## config.mk

```make
export PLATFORM = sky130hd
export DESIGN_NAME = tx_rr_arbiter
export DESIGN_NICKNAME = d
export VERILOG_FILES = /design/src/rtl/tx_rr_arbiter_pkg.sv /design/src/rtl/tx_rr_arbiter_rr_pick.sv /design/src/rtl/tx_rr_arbiter.sv
export SDC_FILE = /design/constraint.sdc
export NUM_CORES = 1
export LEC_CHECK = 0
export CAP_MARGIN = 5
export CORE_ASPECT_RATIO = 0.8
export CORE_MARGIN = 2
export CORE_UTILIZATION = 36
export CTS_BUF_LIST = sky130_fd_sc_hd__clkbuf_4 sky130_fd_sc_hd__clkbuf_8 sky130_fd_sc_hd__clkbuf_16
export DETAILED_ROUTE_END_ITERATION = 7
export MAX_ROUTING_LAYER = met4
export PLACE_DENSITY = 0.83
export SYNTH_ARGS = -nofsm -noshare
export SYNTH_HDL_FRONTEND = slang
export SYNTH_SLANG_ARGS = --single-unit
```

## constraint.sdc

```tcl
create_clock -name clk -period 2.3 [get_ports clk]
set_input_delay 0.23 -clock clk [delete_from_list [all_inputs] [get_ports clk]]
set_output_delay 0.23 -clock clk [all_outputs]
set_load 0.05 [all_outputs]
```

## src/rtl/tx_rr_arbiter_pkg.sv

```systemverilog
`default_nettype none
// +-----------------------------------------------------------------------+
// | Module  : tx_rr_arbiter_pkg                                           |
// | Brief   : Shared constants and types for the tx round-robin arbiter.  |
// | Revision: 1.0                                                         |
// +-----------------------------------------------------------------------+
package tx_rr_arbiter_pkg;

   localparam int c_num_inputs = 4;
   localparam int c_down_depth = 4;

   // Credit counter must hold the value down_depth itself, hence the +1.
   function automatic int credit_width(input int depth);
      return $clog2(depth) + 1;
   endfunction

   localparam int c_credit_w = credit_width(c_down_depth);

   typedef logic [1:0] idx_t;

endpackage
`default_nettype wire

```

## src/rtl/tx_rr_arbiter_rr_pick.sv

```systemverilog
`default_nettype none
// +-----------------------------------------------------------------------+
// | Module  : rr_pick                                                     |
// | Brief   : Combinational round-robin pick, searching up from last+1.   |
// | Revision: 1.0                                                         |
// +-----------------------------------------------------------------------+
module rr_pick
   import tx_rr_arbiter_pkg::*;
(
   input  logic [c_num_inputs-1:0] i_req,
   input  idx_t                    i_last_grant,
   output idx_t                    o_pick,
   output logic                    o_any_req
);

   idx_t w_idx;
   logic w_found;

   always_comb begin
      o_pick  = '0;
      w_found = 1'b0;
      w_idx   = i_last_grant;
      // Offset 4 wraps back to last_grant, so a lone requester re-wins.
      for (int k = 1; k <= c_num_inputs; k++) begin
         w_idx = i_last_grant + idx_t'(k);
         if (!w_found && i_req[w_idx]) begin
            o_pick  = w_idx;
            w_found = 1'b1;
         end
      end
   end

   assign o_any_req = |i_req;

endmodule
`default_nettype wire

```

## src/rtl/tx_rr_arbiter.sv

```systemverilog
`default_nettype none
// +-----------------------------------------------------------------------+
// | Module  : tx_rr_arbiter                                               |
// | Brief   : Credit-guarded round-robin drain of four FIFOs into one.    |
// | Revision: 1.0                                                         |
// +-----------------------------------------------------------------------+
module tx_rr_arbiter
   import tx_rr_arbiter_pkg::*;
#(
   parameter int DATA_WIDTH = 6,
   parameter int NUM_INPUTS = c_num_inputs,
   parameter int DOWN_DEPTH = c_down_depth
)(
   input  logic                             clk,
   input  logic                             reset,
   input  logic [NUM_INPUTS-1:0]            empty_in,
   input  logic [NUM_INPUTS*DATA_WIDTH-1:0] data_in,
   input  logic                             down_rd,
   output logic [NUM_INPUTS-1:0]            rd_enable_out,
   output logic                             wr_enable_out,
   output logic [DATA_WIDTH-1:0]            data_out,
   output logic                             error
);

   localparam int              c_cw   = credit_width(DOWN_DEPTH);
   localparam logic [c_cw-1:0] c_full = c_cw'(DOWN_DEPTH);
   localparam logic [c_cw-1:0] c_one  = c_cw'(1);

   idx_t            r_last_grant;
   idx_t            r_sel;
   logic [c_cw-1:0] r_credits;
   logic            r_valid;
   logic            r_err;

   logic [NUM_INPUTS-1:0] w_req;
   idx_t                  w_pick;
   logic                  w_any_req;
   logic                  w_issue;

   assign w_req = ~empty_in;

   rr_pick u_pick (
      .i_req        (w_req),
      .i_last_grant (r_last_grant),
      .o_pick       (w_pick),
      .o_any_req    (w_any_req)
   );

   // Gating with reset keeps the read strobe low while reset is held.
   assign w_issue = reset && w_any_req && (r_credits != '0);

   always_comb begin
      rd_enable_out = '0;
      if (w_issue) begin
         rd_enable_out[w_pick] = 1'b1;
      end
   end

   always_ff @(posedge clk or negedge reset) begin
      if (!reset) begin
         r_credits    <= c_full;
         r_last_grant <= idx_t'(3);
         r_sel        <= '0;
         r_valid      <= 1'b0;
         r_err        <= 1'b0;
      end else begin
         r_valid <= w_issue;
         if (w_issue) begin
            r_last_grant <= w_pick;
            r_sel        <= w_pick;
         end
         if (w_issue && !down_rd) begin
            r_credits <= r_credits - c_one;
         end else if (!w_issue && down_rd) begin
            if (r_credits == c_full) begin
               r_err <= 1'b1;
            end else begin
               r_credits <= r_credits + c_one;
            end
         end
      end
   end

   assign wr_enable_out = r_valid;
   assign data_out      = data_in[int'(r_sel)*DATA_WIDTH +: DATA_WIDTH];
   assign error         = r_err;

endmodule
`default_nettype wire

```

==> results.yml <==
run_status:
  outcome: "complete, no violations"
yosys:
  async_flop_share_pct: 100.0
  synth_area_per_cell_sq_um: 11.38
  syn_area_sq_um: 705.7
  synth_nets: 96
  synth_common_cells: "dfrtp_1 (6), mux4_2 (6), inv_1 (5)"
  synth_edf_count: 0
  yosysTopAreaCell: "dfrtp_1"
  ys_types: 29
  synth_flop_cell: "dfrtp_1"
  syn_inst: 62
  synth.area.top_cells: "dfrtp_1 (21%), mux4_2 (19%), dfstp_2 (11%), o311ai_4 (3.7%), ha_1 (3.5%)"
  synth_top_cell_area_share_pct: 21.28
  ys_ff_latch: 9
  yosysSeqAreaShare_pct: 32.45
  yosysWarnings: 0
finish:
  fin_nets: 144
  drive_above_1_share_pct: 23.85
  fillers: 154
  synthToLayoutAreaGrowth_pct: 74.65
  diodes: 0
  final_util_pct: 66.37
  fin_area_sq_um: 1232
floorplan:
  die-area_sq_um: 2333
  ios: 43
  initial_utilization_pct: 38.01
  fp-row-count: 14
  die_width_um: 53.50
  die_h_um: 43.60
  core-area_sq_um: 1857
power:
  switchingPower_uw: 714.0
  leakage_nw: 0.5110
  power_mw: 1.463
  swShare_pct: 48.80
  p_per_area_nw_per_um2: 1187
  power.share.clock_pct: 9.1
  power_frac_seq_pct: 26.4
  pwr-share-comb_pct: 64.5
  irDropWorstVdd_v: 0.0008006
  p_int_uw: 749.1
place:
  port_buffers: 42
  placed_area_sq_um: 1210
  hpwl_um: 1761
  place.gp.congestion: 0.7407
routing:
  post_drt_wl_per_cell_um: 15.53
  num_vias: 703
  wl_um: 2065
  via_per_inst: 5.286
  drtAntennaViolNets: 0
  drt_first_pass_iters: 4
  drc: 0
  drtIter0Drc: 12
timing:
  holdWs_ns: 0.3465
  tns_ns: 0
  final_max_slew_viol_count: 0
  final.min_clock_period_ns: 2.135
  worst_pin_slew_ns: 0.5179
  setup_viol: 0
  hold_viol: 0
  rsz0062_at_grt: "no"
  period_share_pct: 92.81
  max_slew_margin_pct: 65.61
  max_freq_mhz: 468.5
  clock-skew-final_ns: 0.001842
critical_path:
  critPathKind: "reg -> out"
  worstPathCellList: "mux2_1 -> o22ai_1 -> a21o_1 -> nor2b_1 -> buf_12"
  end_kind: "output pin"
  slowest_delay_ns: 0.59
  crit_start: "r_last_grant[1]$_DFFE_PN1P_"
  critical_path.max_fanout: 7
  worst_path_max_delay_cell: "dfstp_2"
  worstPathRequired_ns: 2.07
  r2r_start: "r_credits[2]$_DFFE_PN1P_"
  cp.arrival_ns: 1.90
  worst_setup_path_start_kind: "register"
cts:
  clk_latency_ns: 0.26
  numCtsBuffers: 3
  cts_root_buf: "clkbuf_4"
  cts_tree: "built"
  clock-sinks: 9
  htreeDepth: 1
  clk_path_buf_depth: 2
  cts_setup_buffers: 0
  clk_pin_slew_ns: 0.06
worst_hold_path:
  hold_path_class: "in -> async"
flow_run:
  cap_violations: 0
global_route:
  antenna_found_initial: 0
  overflow: 0
  grt_max_degree: 10
  grt_pass1_vias: 705
  grt.total_usage_pct: 20.70
  grt_pass1_wl_um: 3263
## final timing paths
path | to | depth (start not counted) | slack [ns]
max | rd_enable_out[1] | 5 | 0.17
min | wr_enable_out$_DFF_PN0_ | 2 | 0.35
max reg2reg | r_credits[2]$_DFFE_PN1P_ | 9 | 0.32
min reg2reg | error$_DFFE_PN0P_ | 1 | 0.47
max in group asynchronous | r_last_grant[0]$_DFFE_PN1P_ | 2 | 1.74
min in group clk | error$_DFFE_PN0P_ | 1 | 0.47
## critical path, delay by kind of cell (launching register included)
family                 cells  cell delay, ns
AOI/OAI and AO/OA          2            0.32
buffers and inverters      1            0.17
DFF                        1            0.59
muxes                      1            0.33
and+or+nand+nor            1            0.24
## stage by stage
step	setup slack (ns)	cells
4_1_cts	0.1639	133
2_1_floorplan	0.1944	62
6_report	0.1654	133
5_1_grt	0.07086	133
3_3_place_gp	0.1156	129
3_5_place_dp	0.008177	129
## state kept, by name, summed over array words and instances (netlist names)
| register | count |
|---|---|
| wr_enable_out | 1 |
| error | 1 |
| r_last_grant | 2 |
| r_credits | 3 |
| r_sel | 2 |
## metal layers
layer | up-vias | wire length (um) | track usage, %
met5 | - | 0 | -
met4 | 0 | 47 | 10.77
met3 | 4 | 189 | 4.828
met2 | 29 | 992 | 32.84
met1 | 338 | 835 | 24.33
li1 | 332 | - | -
## power by group through the flow
stage	Sequential, mW	Combinational, mW	Clock (mW)
finish	0.387	0.943	0.133
global route	0.405	1.01	0.145
CTS	0.388	0.951	0.137
detailed placement	0.392	0.992	0
global placement	0.384	0.974	0
floorplan	0.364	0.675	0
## placed cells by master, fill, tap and decap left out, drive strengths merged, types with 3 or more instances in the layout
cell / instances
a21o: 3
nor2: 4
mux2: 3
dfrtp: 6
dlygate4sd2: 6
nor2b: 4
dfstp: 3
mux4: 6
clkdlybuf4s50: 32
inv: 6
a21oi: 4
clkbuf: 4
o21ai: 3
buf: 7
## kinds of logic (layout without fill, tap and decap cells)
kind of cell / count (synthesis) / count (layout) / share of synthesized area (%)
AOI/OAI and AO/OA: 17 / 17 / 19.68
DFF: 9 / 9 / 32.45
and+or+nand+nor: 16 / 16 / 13.12
muxes: 9 / 9 / 23.94
adders and majority gates: 3 / 3 / 6.383
buffers and inverters: 8 / 55 / 4.431
## what timing repair did
item,CTS,global route
resized for setup,6,0
setup endpoints to repair,6,0
hold buffers,0,0
## cell type report
cell class / count / area (sq um) / share of cell area [%]
repair buffers: 45 / 475.5 / 38.58
multi-input cells: 45 / 445.4 / 36.14
flip-flops and latches: 9 / 229.0 / 18.58
clock buffers: 4 / 30.03 / 2.437
well taps: 24 / 30.03 / 2.437
inverters: 6 / 22.52 / 1.827
Power figures use the tool's default switching activity.
